$ cat config.mk
export PLATFORM = sky130hd
export DESIGN_NAME = stim_pattern_gen_flat
export DESIGN_NICKNAME = d
export VERILOG_FILES = /design/src/rtl/stim_pattern_gen_if.sv /design/src/rtl/stim_pattern_gen.sv /design/src/flat_wrapper.sv
export SDC_FILE = /design/constraint.sdc
export NUM_CORES = 2
export LEC_CHECK = 0
export ABC_AREA = 1
export CORE_UTILIZATION = 55
export DETAILED_ROUTE_END_ITERATION = 8
export GPL_TIMING_DRIVEN = 0
export PLACE_DENSITY = 0.72
export SLEW_MARGIN = 30
export SYNTH_ARGS = -nofsm -noshare
export SYNTH_HDL_FRONTEND = slang
export SYNTH_SLANG_ARGS = --single-unit
export TNS_END_PERCENT = 30
$ cat constraint.sdc
create_clock -name clk -period 5.25 [get_ports clk]
set_clock_uncertainty 0.1 [all_clocks]
set_input_delay 1.05 -clock clk [delete_from_list [all_inputs] [get_ports clk]]
set_output_delay 1.05 -clock clk [all_outputs]
set_load 0.1 [all_outputs]
$ cat src/rtl/stim_pattern_gen_if.sv
// Control, configuration and stimulus bus of the stimulus pattern generator.
// The master drives run control and channel config; the slave returns stimulus and status.
interface stim_pattern_gen_if #(
  parameter int unsigned NUM_CH = 41,
  parameter int unsigned CNT_W  = 8,
  parameter int unsigned LEN_W  = 16
);
  localparam int unsigned CH_W = (NUM_CH > 1) ? $clog2(NUM_CH) : 1;

  logic              start;
  logic              stop;
  logic              cfg_we;
  logic [CH_W-1:0]   cfg_ch;
  logic [CNT_W-1:0]  cfg_period;
  logic [CNT_W-1:0]  cfg_offset;
  logic [1:0]        cfg_mode;
  logic [LEN_W-1:0]  run_len;
  logic [NUM_CH-1:0] stim_out;
  logic              busy;
  logic              done;
  logic              cfg_err;
  logic [LEN_W-1:0]  cycle_cnt;

  modport master (
    output start, stop, cfg_we, cfg_ch, cfg_period, cfg_offset, cfg_mode, run_len,
    input  stim_out, busy, done, cfg_err, cycle_cnt
  );

  modport slave (
    input  start, stop, cfg_we, cfg_ch, cfg_period, cfg_offset, cfg_mode, run_len,
    output stim_out, busy, done, cfg_err, cycle_cnt
  );
endinterface

$ cat src/rtl/stim_pattern_gen.sv
// Multi-channel stimulus generator: per-channel period/offset/mode with a shared LFSR,
// bounded by an optional run length that ends the run with a one-cycle done pulse.
module stim_pattern_gen #(
  parameter int unsigned NUM_CH    = 41,
  parameter int unsigned CNT_W     = 8,
  parameter int unsigned LEN_W     = 16,
  parameter logic [15:0] LFSR_SEED = 16'hACE1
) (
  input logic               clk,
  input logic               reset,
  stim_pattern_gen_if.slave bus
);
  localparam int unsigned CH_W = (NUM_CH > 1) ? $clog2(NUM_CH) : 1;

  localparam logic [0:0] StIdle = 1'b0;
  localparam logic [0:0] StRun  = 1'b1;

  localparam logic [1:0] ModeHold0  = 2'b00;
  localparam logic [1:0] ModeToggle = 2'b01;
  localparam logic [1:0] ModeRandom = 2'b10;
  localparam logic [1:0] ModeHold1  = 2'b11;

  logic [0:0]                   state_q, state_d;
  logic [NUM_CH-1:0][CNT_W-1:0] period_q, period_d;
  logic [NUM_CH-1:0][CNT_W-1:0] offset_q, offset_d;
  logic [NUM_CH-1:0][CNT_W-1:0] cnt_q, cnt_d;
  logic [NUM_CH-1:0][1:0]       mode_q, mode_d;
  logic [NUM_CH-1:0]            stim_q, stim_d;
  logic [15:0]                  lfsr_q, lfsr_d, lfsr_next;
  logic [LEN_W-1:0]             run_len_q, run_len_d;
  logic [LEN_W-1:0]             cycle_cnt_q, cycle_cnt_d;
  logic                         done_q, done_d;
  logic                         cfg_err_q, cfg_err_d;
  logic                         cfg_ch_ok;
  logic                         expire;

  assign cfg_ch_ok = 32'(bus.cfg_ch) < NUM_CH;
  // x^16 + x^14 + x^13 + x^11 + 1, Fibonacci form shifting left
  assign lfsr_next = {lfsr_q[14:0], lfsr_q[15] ^ lfsr_q[13] ^ lfsr_q[12] ^ lfsr_q[10]};
  assign expire    = (run_len_q != '0) && (cycle_cnt_q == run_len_q - LEN_W'(1));

  always_comb begin
    state_d     = state_q;
    period_d    = period_q;
    offset_d    = offset_q;
    mode_d      = mode_q;
    cnt_d       = cnt_q;
    stim_d      = stim_q;
    lfsr_d      = lfsr_q;
    run_len_d   = run_len_q;
    cycle_cnt_d = cycle_cnt_q;
    done_d      = 1'b0;
    cfg_err_d   = 1'b0;

    if (bus.cfg_we) begin
      if (state_q == StIdle && cfg_ch_ok) begin
        for (int i = 0; i < NUM_CH; i++) begin
          if (bus.cfg_ch == CH_W'(i)) begin
            period_d[i] = bus.cfg_period;
            offset_d[i] = bus.cfg_offset;
            mode_d[i]   = bus.cfg_mode;
          end
        end
      end else begin
        cfg_err_d = 1'b1;
      end
    end

    if (state_q == StIdle) begin
      if (bus.start && !bus.stop) begin
        state_d     = StRun;
        stim_d      = '0;
        cnt_d       = offset_q;
        cycle_cnt_d = '0;
        lfsr_d      = LFSR_SEED;
        run_len_d   = bus.run_len;
      end
    end else begin
      cycle_cnt_d = (cycle_cnt_q == '1) ? cycle_cnt_q : cycle_cnt_q + LEN_W'(1);
      lfsr_d      = lfsr_next;
      for (int i = 0; i < NUM_CH; i++) begin
        if (cnt_q[i] == '0) begin
          cnt_d[i] = period_q[i];
          unique case (mode_q[i])
            ModeHold0:  stim_d[i] = 1'b0;
            ModeToggle: stim_d[i] = ~stim_q[i];
            ModeRandom: stim_d[i] = lfsr_q[4'(i % 16)];
            ModeHold1:  stim_d[i] = 1'b1;
            default:    stim_d[i] = stim_q[i];
          endcase
        end else begin
          cnt_d[i] = cnt_q[i] - CNT_W'(1);
        end
      end
      // Expiry takes priority over stop so a coincident stop still yields done
      if (expire) begin
        state_d = StIdle;
        done_d  = 1'b1;
      end else if (bus.stop) begin
        state_d = StIdle;
      end
    end
  end

  always_ff @(posedge clk) begin
    if (reset) begin
      state_q     <= StIdle;
      period_q    <= '0;
      offset_q    <= '0;
      mode_q      <= '0;
      cnt_q       <= '0;
      stim_q      <= '0;
      lfsr_q      <= LFSR_SEED;
      run_len_q   <= '0;
      cycle_cnt_q <= '0;
      done_q      <= 1'b0;
      cfg_err_q   <= 1'b0;
    end else begin
      state_q     <= state_d;
      period_q    <= period_d;
      offset_q    <= offset_d;
      mode_q      <= mode_d;
      cnt_q       <= cnt_d;
      stim_q      <= stim_d;
      lfsr_q      <= lfsr_d;
      run_len_q   <= run_len_d;
      cycle_cnt_q <= cycle_cnt_d;
      done_q      <= done_d;
      cfg_err_q   <= cfg_err_d;
    end
  end

  assign bus.stim_out  = stim_q;
  assign bus.busy      = (state_q == StRun);
  assign bus.done      = done_q;
  assign bus.cfg_err   = cfg_err_q;
  assign bus.cycle_cnt = cycle_cnt_q;
endmodule

$ cat src/flat_wrapper.sv
// flat-port wrapper written by rule: the top's interface ports become plain ports
module stim_pattern_gen_flat 
#(
  parameter int unsigned NUM_CH    = 41,
  parameter int unsigned CNT_W     = 8,
  parameter int unsigned LEN_W     = 16,
  parameter logic [15:0] LFSR_SEED = 16'hACE1
)
  (clk, reset, bus_start, bus_stop, bus_cfg_we, bus_cfg_ch, bus_cfg_period, bus_cfg_offset, bus_cfg_mode, bus_run_len, bus_stim_out, bus_busy, bus_done, bus_cfg_err, bus_cycle_cnt);
  stim_pattern_gen_if #(.NUM_CH(NUM_CH), .CNT_W(CNT_W), .LEN_W(LEN_W)) bus_i ();
  input logic clk;
  input logic reset;
  input wire logic [$bits(bus_i.start)-1:0] bus_start;
  input wire logic [$bits(bus_i.stop)-1:0] bus_stop;
  input wire logic [$bits(bus_i.cfg_we)-1:0] bus_cfg_we;
  input wire logic [$bits(bus_i.cfg_ch)-1:0] bus_cfg_ch;
  input wire logic [$bits(bus_i.cfg_period)-1:0] bus_cfg_period;
  input wire logic [$bits(bus_i.cfg_offset)-1:0] bus_cfg_offset;
  input wire logic [$bits(bus_i.cfg_mode)-1:0] bus_cfg_mode;
  input wire logic [$bits(bus_i.run_len)-1:0] bus_run_len;
  output wire logic [$bits(bus_i.stim_out)-1:0] bus_stim_out;
  output wire logic [$bits(bus_i.busy)-1:0] bus_busy;
  output wire logic [$bits(bus_i.done)-1:0] bus_done;
  output wire logic [$bits(bus_i.cfg_err)-1:0] bus_cfg_err;
  output wire logic [$bits(bus_i.cycle_cnt)-1:0] bus_cycle_cnt;
  assign bus_i.start = bus_start;
  assign bus_i.stop = bus_stop;
  assign bus_i.cfg_we = bus_cfg_we;
  assign bus_i.cfg_ch = bus_cfg_ch;
  assign bus_i.cfg_period = bus_cfg_period;
  assign bus_i.cfg_offset = bus_cfg_offset;
  assign bus_i.cfg_mode = bus_cfg_mode;
  assign bus_i.run_len = bus_run_len;
  assign bus_stim_out = bus_i.stim_out;
  assign bus_busy = bus_i.busy;
  assign bus_done = bus_i.done;
  assign bus_cfg_err = bus_i.cfg_err;
  assign bus_cycle_cnt = bus_i.cycle_cnt;
  stim_pattern_gen #(.NUM_CH(NUM_CH), .CNT_W(CNT_W), .LEN_W(LEN_W), .LFSR_SEED(LFSR_SEED)) u_core (.clk(clk), .reset(reset), .bus(bus_i));
endmodule
== Yosys cells after proc, flatten, opt, wreduce, memory -nomap -nowiden ==
Index checks and enable logic that the tools add are counted.

* Mux-type cells: 138
* Bitwise gates (word level): 46
* Reductions and logical operators: 175
* Equal/unequal tests: 190
* Magnitude comparators: 1
* Add/subtract/negate cells: 43

{| class="wikitable"
|+ Operators with widths
! operator !! count
|-
| 328-bit 2-to-1 mux || 2
|-
| 8-bit zero test || 41
|-
| 8-bit 2-to-1 mux || 41
|-
| 8-bit by 1-bit subtractor with 8-bit output, second input constant || 41
|-
| 2-bit == test, second input constant || 65
|-
| 3-bit AND reduction || 41
|-
| 6-bit by 5-bit == test with 1-bit output, second input constant || 16
|-
| 1-bit case mux with 4 select lines || 24
|-
| 2-bit AND reduction || 43
|-
| 2-bit != test, second input constant || 42
|-
| 2-bit by 1-bit == test with 1-bit output, second input constant || 41
|-
| 2-bit zero test || 41
|-
| 41-bit 2-to-1 mux || 2
|-
| 16-bit 2-to-1 mux || 5
|-
| 6-bit == test, second input constant || 9
|-
| 1-bit case mux with 3 select lines || 17
|-
| 6-bit by 4-bit == test with 1-bit output, second input constant || 8
|-
| 1-bit 2-to-1 mux || 47
|-
| 1-bit NOT || 43
|-
| 6-bit by 3-bit == test with 1-bit output, second input constant || 4
|-
| 16-bit by 1-bit adder with 16-bit output, second input constant || 1
|-
| 16-bit == test || 1
|-
| 16-bit == test, second input constant || 1
|-
| 16-bit nonzero test || 1
|-
| 10 further kinds || 16
|}

* Input port bits: 45
* Output and inout bits: 60
* Register bits after elaboration: 1158
* Logic and storage cells: 804

== Depth between registers and ports, before layout ==
* Depth in word-level cells: 5
* Mapped depth: 14
* Depth with buffers taken out: 14

== Worst setup path before layout ==
No wires, ideal clock.

* Kind: register to register
* Start: reg u_core.cycle_cnt_q[0] (netlist: u_core.bus.cycle_cnt[0])
* End: reg u_core.cycle_cnt_q[11] (netlist: u_core.bus.cycle_cnt[11])
* Library setup time: 0.072 ns
* Cell stages (with the launch flop): 11
* Data arrival time: 2.631 ns
* Data required time: 5.078 ns
* Setup slack: 2.447 ns
* Buffers on the path: 1
* Period minus slack after synthesis: 2.803 ns
* Cell sequence: dfxtp_1 -> ha_1 -> nand4_1 -> nor2_1 -> nand2_1 -> nor2_2 -> a31oi_1 -> nor2_2 -> buf_2 -> nand2_1 -> a21oi_1

* Word-level cells in the longest chain between the ends: 3
* Elaborated cells on any way between the ends: 6
* Classes of those cells: add/sub: 1; eq/ne: 2; mux: 2; reduce/logical: 1

{| class="wikitable"
|+ Ends and longest elaborated chain
! element !! line !! RTL
|-
| start, declared || stim_pattern_gen.sv:31 || <nowiki>logic [LEN_W-1:0] cycle_cnt_q, cycle_cnt_d;</nowiki>
|-
| start signal, assigned || stim_pattern_gen.sv:127 || <nowiki>cycle_cnt_q <= cycle_cnt_d;</nowiki>
|-
| 16-bit by 1-bit adder with 16-bit output or 16-bit == test (tied branches) || stim_pattern_gen.sv:79 || <nowiki>cycle_cnt_d = (cycle_cnt_q == '1) ? cycle_cnt_q : cycle_cnt_q + LEN_W'(1);</nowiki>
|-
| 16-bit 2-to-1 mux or 2-bit != test (tied branches) || n/a ||
|-
| 16-bit 2-to-1 mux or 2-bit AND reduction (tied branches) || n/a ||
|}

Several ways; a longest one is shown, not always the timed one. The select of a mux whose other input is x is not followed.
A chain may end at the register's enable or synchronous reset.

== Final worst setup path ==
* Start: in bus_stop
* End: reg u_core.stim_q[9] (netlist: u_core.bus.stim_out[9])

* Word-level cells in the longest chain between the ends: 4

{| class="wikitable"
|+ Ends and longest elaborated chain
! element !! line !! RTL
|-
| start, declared || flat_wrapper.sv:14 || <nowiki>input wire logic [$bits(bus_i.stop)-1:0] bus_stop;</nowiki>
|-
| 1-bit zero test || stim_pattern_gen.sv:70 || <nowiki>if (bus.start && !bus.stop) begin</nowiki>
|-
| 1-bit logical AND || stim_pattern_gen.sv:70 ||
|-
| 2-bit nonzero test (no source line) || n/a ||
|-
| 2-bit AND reduction (no source line) || n/a ||
|-
| end signal, assigned || stim_pattern_gen.sv:124 || <nowiki>stim_q <= stim_d;</nowiki>
|-
| end, declared || stim_pattern_gen.sv:28 || <nowiki>logic [NUM_CH-1:0] stim_q, stim_d;</nowiki>
|}

No other way between the ends.

==> metrics.txt <==
# TYPE chip_impl_metric gauge
chip_impl_metric{name="min_path_cells",unit=""} 2
chip_impl_metric{name="syn2layout_area_growth",unit="%"} 13.76
chip_impl_info{name="synth.area.top_cells",value="sky130_fd_sc_hd__dfxtp_1 (46%), sky130_fd_sc_hd__o21ai_0 (9.6%), sky130_fd_sc_hd__nor2_1 (9.4%)"} 1
chip_impl_metric{name="placementRows",unit=""} 111
chip_impl_metric{name="synth_area_per_cell",unit="um2"} 7.214
chip_impl_metric{name="final_cell_count_no_fill",unit=""} 8583
chip_impl_metric{name="syn_inst",unit=""} 7056
chip_impl_info{name="cts.root.buffer_cell",value="sky130_fd_sc_hd__clkbuf_16"} 1
chip_impl_metric{name="final_nets",unit=""} 7380
chip_impl_metric{name="detail_route.wl_per_cell",unit="um"} 23.82
chip_impl_metric{name="final.setup.worst_slack",unit="ns"} 1.119
chip_impl_metric{name="dr_total_vias",unit=""} 52420
chip_impl_metric{name="antenna_left",unit=""} 0
chip_impl_metric{name="fmax",unit="GHz"} 0.2420
chip_impl_metric{name="grt_start_max_net_pins",unit=""} 16
chip_impl_metric{name="h_tree_lvls",unit=""} 3
chip_impl_info{name="worst_setup_path_start_kind",value="input port"} 1
chip_impl_info{name="synth.cells.most_frequent",value="sky130_fd_sc_hd__nor2_1 (1276), sky130_fd_sc_hd__dfxtp_1 (1158), sky130_fd_sc_hd__o21ai_0 (972)"} 1
chip_impl_metric{name="clkLatencyLatePin",unit="ns"} 0.73
chip_impl_metric{name="synth_enable_flop_cells",unit=""} 0
chip_impl_metric{name="hold_viol_final",unit=""} 0
chip_impl_metric{name="rrSetupSlack",unit="ns"} 1.41
chip_impl_metric{name="worst_slew_margin_rel",unit="%"} 23.36
chip_impl_info{name="netlist.top_cell.by_area",value="sky130_fd_sc_hd__dfxtp_1"} 1
chip_impl_metric{name="length_in_cells_of_the_worst_reg_to_reg_path",unit=""} 8
chip_impl_metric{name="final_clock_period_utilization_by_the_worst_path",unit="%"} 78.69
chip_impl_info{name="timing.critical_path.to_type",value="register"} 1
chip_impl_metric{name="clk_path_buf_depth",unit=""} 3
chip_impl_metric{name="drc_errors",unit=""} 0
chip_impl_metric{name="globalplace.congestion",unit=""} 0.9979
chip_impl_metric{name="die_w",unit="um"} 306.2
chip_impl_metric{name="hpwlAfterDp",unit="um"} 140100
chip_impl_metric{name="place_inst",unit=""} 8354
chip_impl_metric{name="floorplan.io_pins",unit=""} 105
chip_impl_metric{name="post_route_utilization",unit="%"} 63.18
chip_impl_metric{name="globalRouteOverflowTotal",unit=""} 0
chip_impl_metric{name="yosysTopAreaCellShare",unit="%"} 45.54
chip_impl_metric{name="numCtsBuffers",unit=""} 121
chip_impl_info{name="min_to",value="u_core.period_q[316]"} 1
chip_impl_metric{name="min_period",unit="ns"} 4.131
chip_impl_metric{name="place.port_buffers",unit=""} 103
chip_impl_metric{name="ys.warnings.count",unit=""} 0
chip_impl_metric{name="die_h",unit="um"} 306.2
chip_impl_info{name="hold_start",value="u_core.period_q[316]"} 1
chip_impl_metric{name="number_of_antenna_violations_at_the_first_check_in_global_routing",unit=""} 18
chip_impl_info{name="rsz0062_at_grt",value="false"} 1
chip_impl_metric{name="pwr_density_cell",unit="mW/mm2"} 345.6
chip_impl_metric{name="routed_wl",unit="um"} 204500
chip_impl_info{name="synthMostInstantiatedCell",value="sky130_fd_sc_hd__nor2_1"} 1
chip_impl_metric{name="synth.net_count",unit=""} 7145
chip_impl_metric{name="track_usage",unit="%"} 42.38
chip_impl_metric{name="die-area",unit="mm2"} 0.09377
chip_impl_metric{name="detailedRoute.firstIterationViolations",unit=""} 7335
chip_impl_metric{name="post-place-ws",unit="ns"} 0.6111
chip_impl_metric{name="grt_pass1_vias",unit=""} 46880
chip_impl_info{name="worst_hold_path_type",value="reg2reg"} 1
chip_impl_metric{name="synth-seq-area-share",unit="%"} 45.54
chip_impl_metric{name="start_util",unit="%"} 55.53
chip_impl_metric{name="post_drt_via_cell_ratio",unit=""} 6.108
chip_impl_metric{name="synth.ff_latch_count",unit=""} 1158
chip_impl_info{name="regToRegStartpoint",value="u_core.bus.busy"} 1
chip_impl_metric{name="post_synth_instance_area",unit="mm2"} 0.05090
chip_impl_metric{name="first_pass_grt_wire_length",unit="um"} 298000
chip_impl_info{name="worst-setup-path-type",value="in2reg"} 1
chip_impl_info{name="tritoncts_clock_tree",value="built"} 1
chip_impl_metric{name="critPathArrivalTime",unit="ns"} 4.64
chip_impl_metric{name="worst_margin_pin_slew",unit="ns"} 1.150
chip_impl_metric{name="timing.critical_path.required",unit="ns"} 5.76
chip_impl_info{name="ys.flop_type",value="sky130_fd_sc_hd__dfxtp_1"} 1
chip_impl_metric{name="post_cts_resize_count",unit=""} 0
chip_impl_metric{name="worst_ir_drop_vdd",unit="V"} 0.0003832
chip_impl_metric{name="crit_fanout",unit=""} 10
chip_impl_metric{name="cap_violations",unit=""} 0
chip_impl_metric{name="drive_above_1_share",unit="%"} 5.791
chip_impl_metric{name="post_cts_hold_buffer_count",unit=""} 0
chip_impl_metric{name="timing.setup.tns",unit="ns"} 0
chip_impl_metric{name="path_clk_slew",unit="ns"} 0.06
chip_impl_metric{name="cts_num_sinks",unit=""} 1158
chip_impl_metric{name="maxSlewViolCount",unit=""} 0
chip_impl_metric{name="core",unit="mm2"} 0.09166
chip_impl_metric{name="finalSetupViolCount",unit=""} 0
chip_impl_info{name="outcome",value="finished clean"} 1
chip_impl_metric{name="yosysUniqueCellTypes",unit=""} 45
chip_impl_metric{name="post_cts_buffers",unit=""} 0
chip_impl_info{name="worstReg2RegEnd",value="u_core.bus.stim_out[2]"} 1
chip_impl_metric{name="first_pass_iters",unit=""} 7
chip_impl_metric{name="ys_async_sr_fraction",unit="%"} 0
chip_impl_metric{name="num-fill-cells",unit=""} 8399
chip_impl_metric{name="total_leakage_power",unit="nW"} 22.07
chip_impl_metric{name="whs",unit="ns"} 0.3457
## cell usage in the layout (no fill, tap or decap), types with 147 or more instances in the layout
cell type / instances
sky130_fd_sc_hd__a21oi_1: 483
sky130_fd_sc_hd__a31oi_1: 317
sky130_fd_sc_hd__clkbuf_1: 309
sky130_fd_sc_hd__dfxtp_1: 1158
sky130_fd_sc_hd__inv_1: 563
sky130_fd_sc_hd__nand2_1: 962
sky130_fd_sc_hd__nand3_1: 207
sky130_fd_sc_hd__nor2_1: 1274
sky130_fd_sc_hd__o211ai_1: 148
sky130_fd_sc_hd__o21ai_0: 972
sky130_fd_sc_hd__xor2_1: 147
## logic make-up after synthesis
family / share of synthesized area (%)
flip-flops: 45.54
XOR/XNOR: 3.286
adder cells (fa/ha/maj): 1.082
AO/OA/AOI/OAI: 21.29
AND/OR/NAND/NOR: 20.87
buffers and inverters: 7.932
## final cells by class
cell class	instances	area [um2]	area share (%)
diodes	6	15.01	0.02593
plain buffers	463	1937	3.345
clock buffers	180	3654	6.309
clock inverters	43	486.7	0.8405
inverters	587	2203	3.805
multi-input cells	4848	23690	40.91
flip-flops and latches	1158	23180	40.03
well taps	1186	1484	2.562
repair buffers	112	1259	2.174
## routing by layer
layer,vias to the layer above,track usage [%],part of all wire [%]
met5,-,0,0.058
met4,12,24.67,6.6
met3,665,10.45,13
met2,3253,61.31,41
met1,24610,57.19,39
li1,23890,-,-
## report_power, final
group	switching, W	internal, W
sequential	0.000101	0.00889
combinational	0.00159	0.000446
clock	0.00372	0.00527
## critical path: stages
cell and delay, ns:
sky130_fd_sc_hd__clkdlybuf4s50_1 0.47, sky130_fd_sc_hd__inv_1 0.08, sky130_fd_sc_hd__nand2_1 0.15, sky130_fd_sc_hd__nor2_2 0.73
sky130_fd_sc_hd__inv_2 0.18, sky130_fd_sc_hd__nand2_1 0.56, sky130_fd_sc_hd__inv_1 0.62, sky130_fd_sc_hd__buf_2 0.51
sky130_fd_sc_hd__nand3_1 0.17, sky130_fd_sc_hd__o21ai_0 0.10
## registers in the layout (all words and copies together) (netlist names), 16 cells and up
| signal | count |
|---|---|
| u_core.offset_q | 328 |
| u_core.bus.cycle_cnt | 16 |
| u_core.period_q | 328 |
| u_core.run_len_q | 16 |
| u_core.bus.stim_out | 41 |
| u_core.lfsr_q | 16 |
| u_core.cnt_q | 328 |
| u_core.mode_q | 82 |
## how the worst max path moves through the flow
stage | start | to | slack (ns) | cells after the start
2_1_floorplan | u_core.bus.cycle_cnt[0] | u_core.bus.cycle_cnt[11] | 2.45 | 10
3_3_place_gp | bus_stop | u_core.cnt_q[239] | 0.54 | 9
3_5_place_dp | bus_stop | u_core.bus.stim_out[35] | 0.61 | 10
5_1_grt | bus_stop | u_core.bus.stim_out[23] | 1.25 | 10
6_report | bus_stop | u_core.bus.stim_out[9] | 1.12 | 10
4_1_cts | bus_stop | u_core.bus.stim_out[35] | 1.36 | 10
## through the flow
| step | total power (W) | area [um2] |
|---|---|---|
| final | 0.02001 | 57910 |
| after global placement | 0.01107 | 53420 |
| after CTS | 0.01988 | 57890 |
| after detailed placement | 0.01111 | 53750 |
| after global routing | 0.02041 | 57890 |
| after floorplan | 0.01024 | 50900 |
Note: power is estimated with default switching activity, not from simulation.
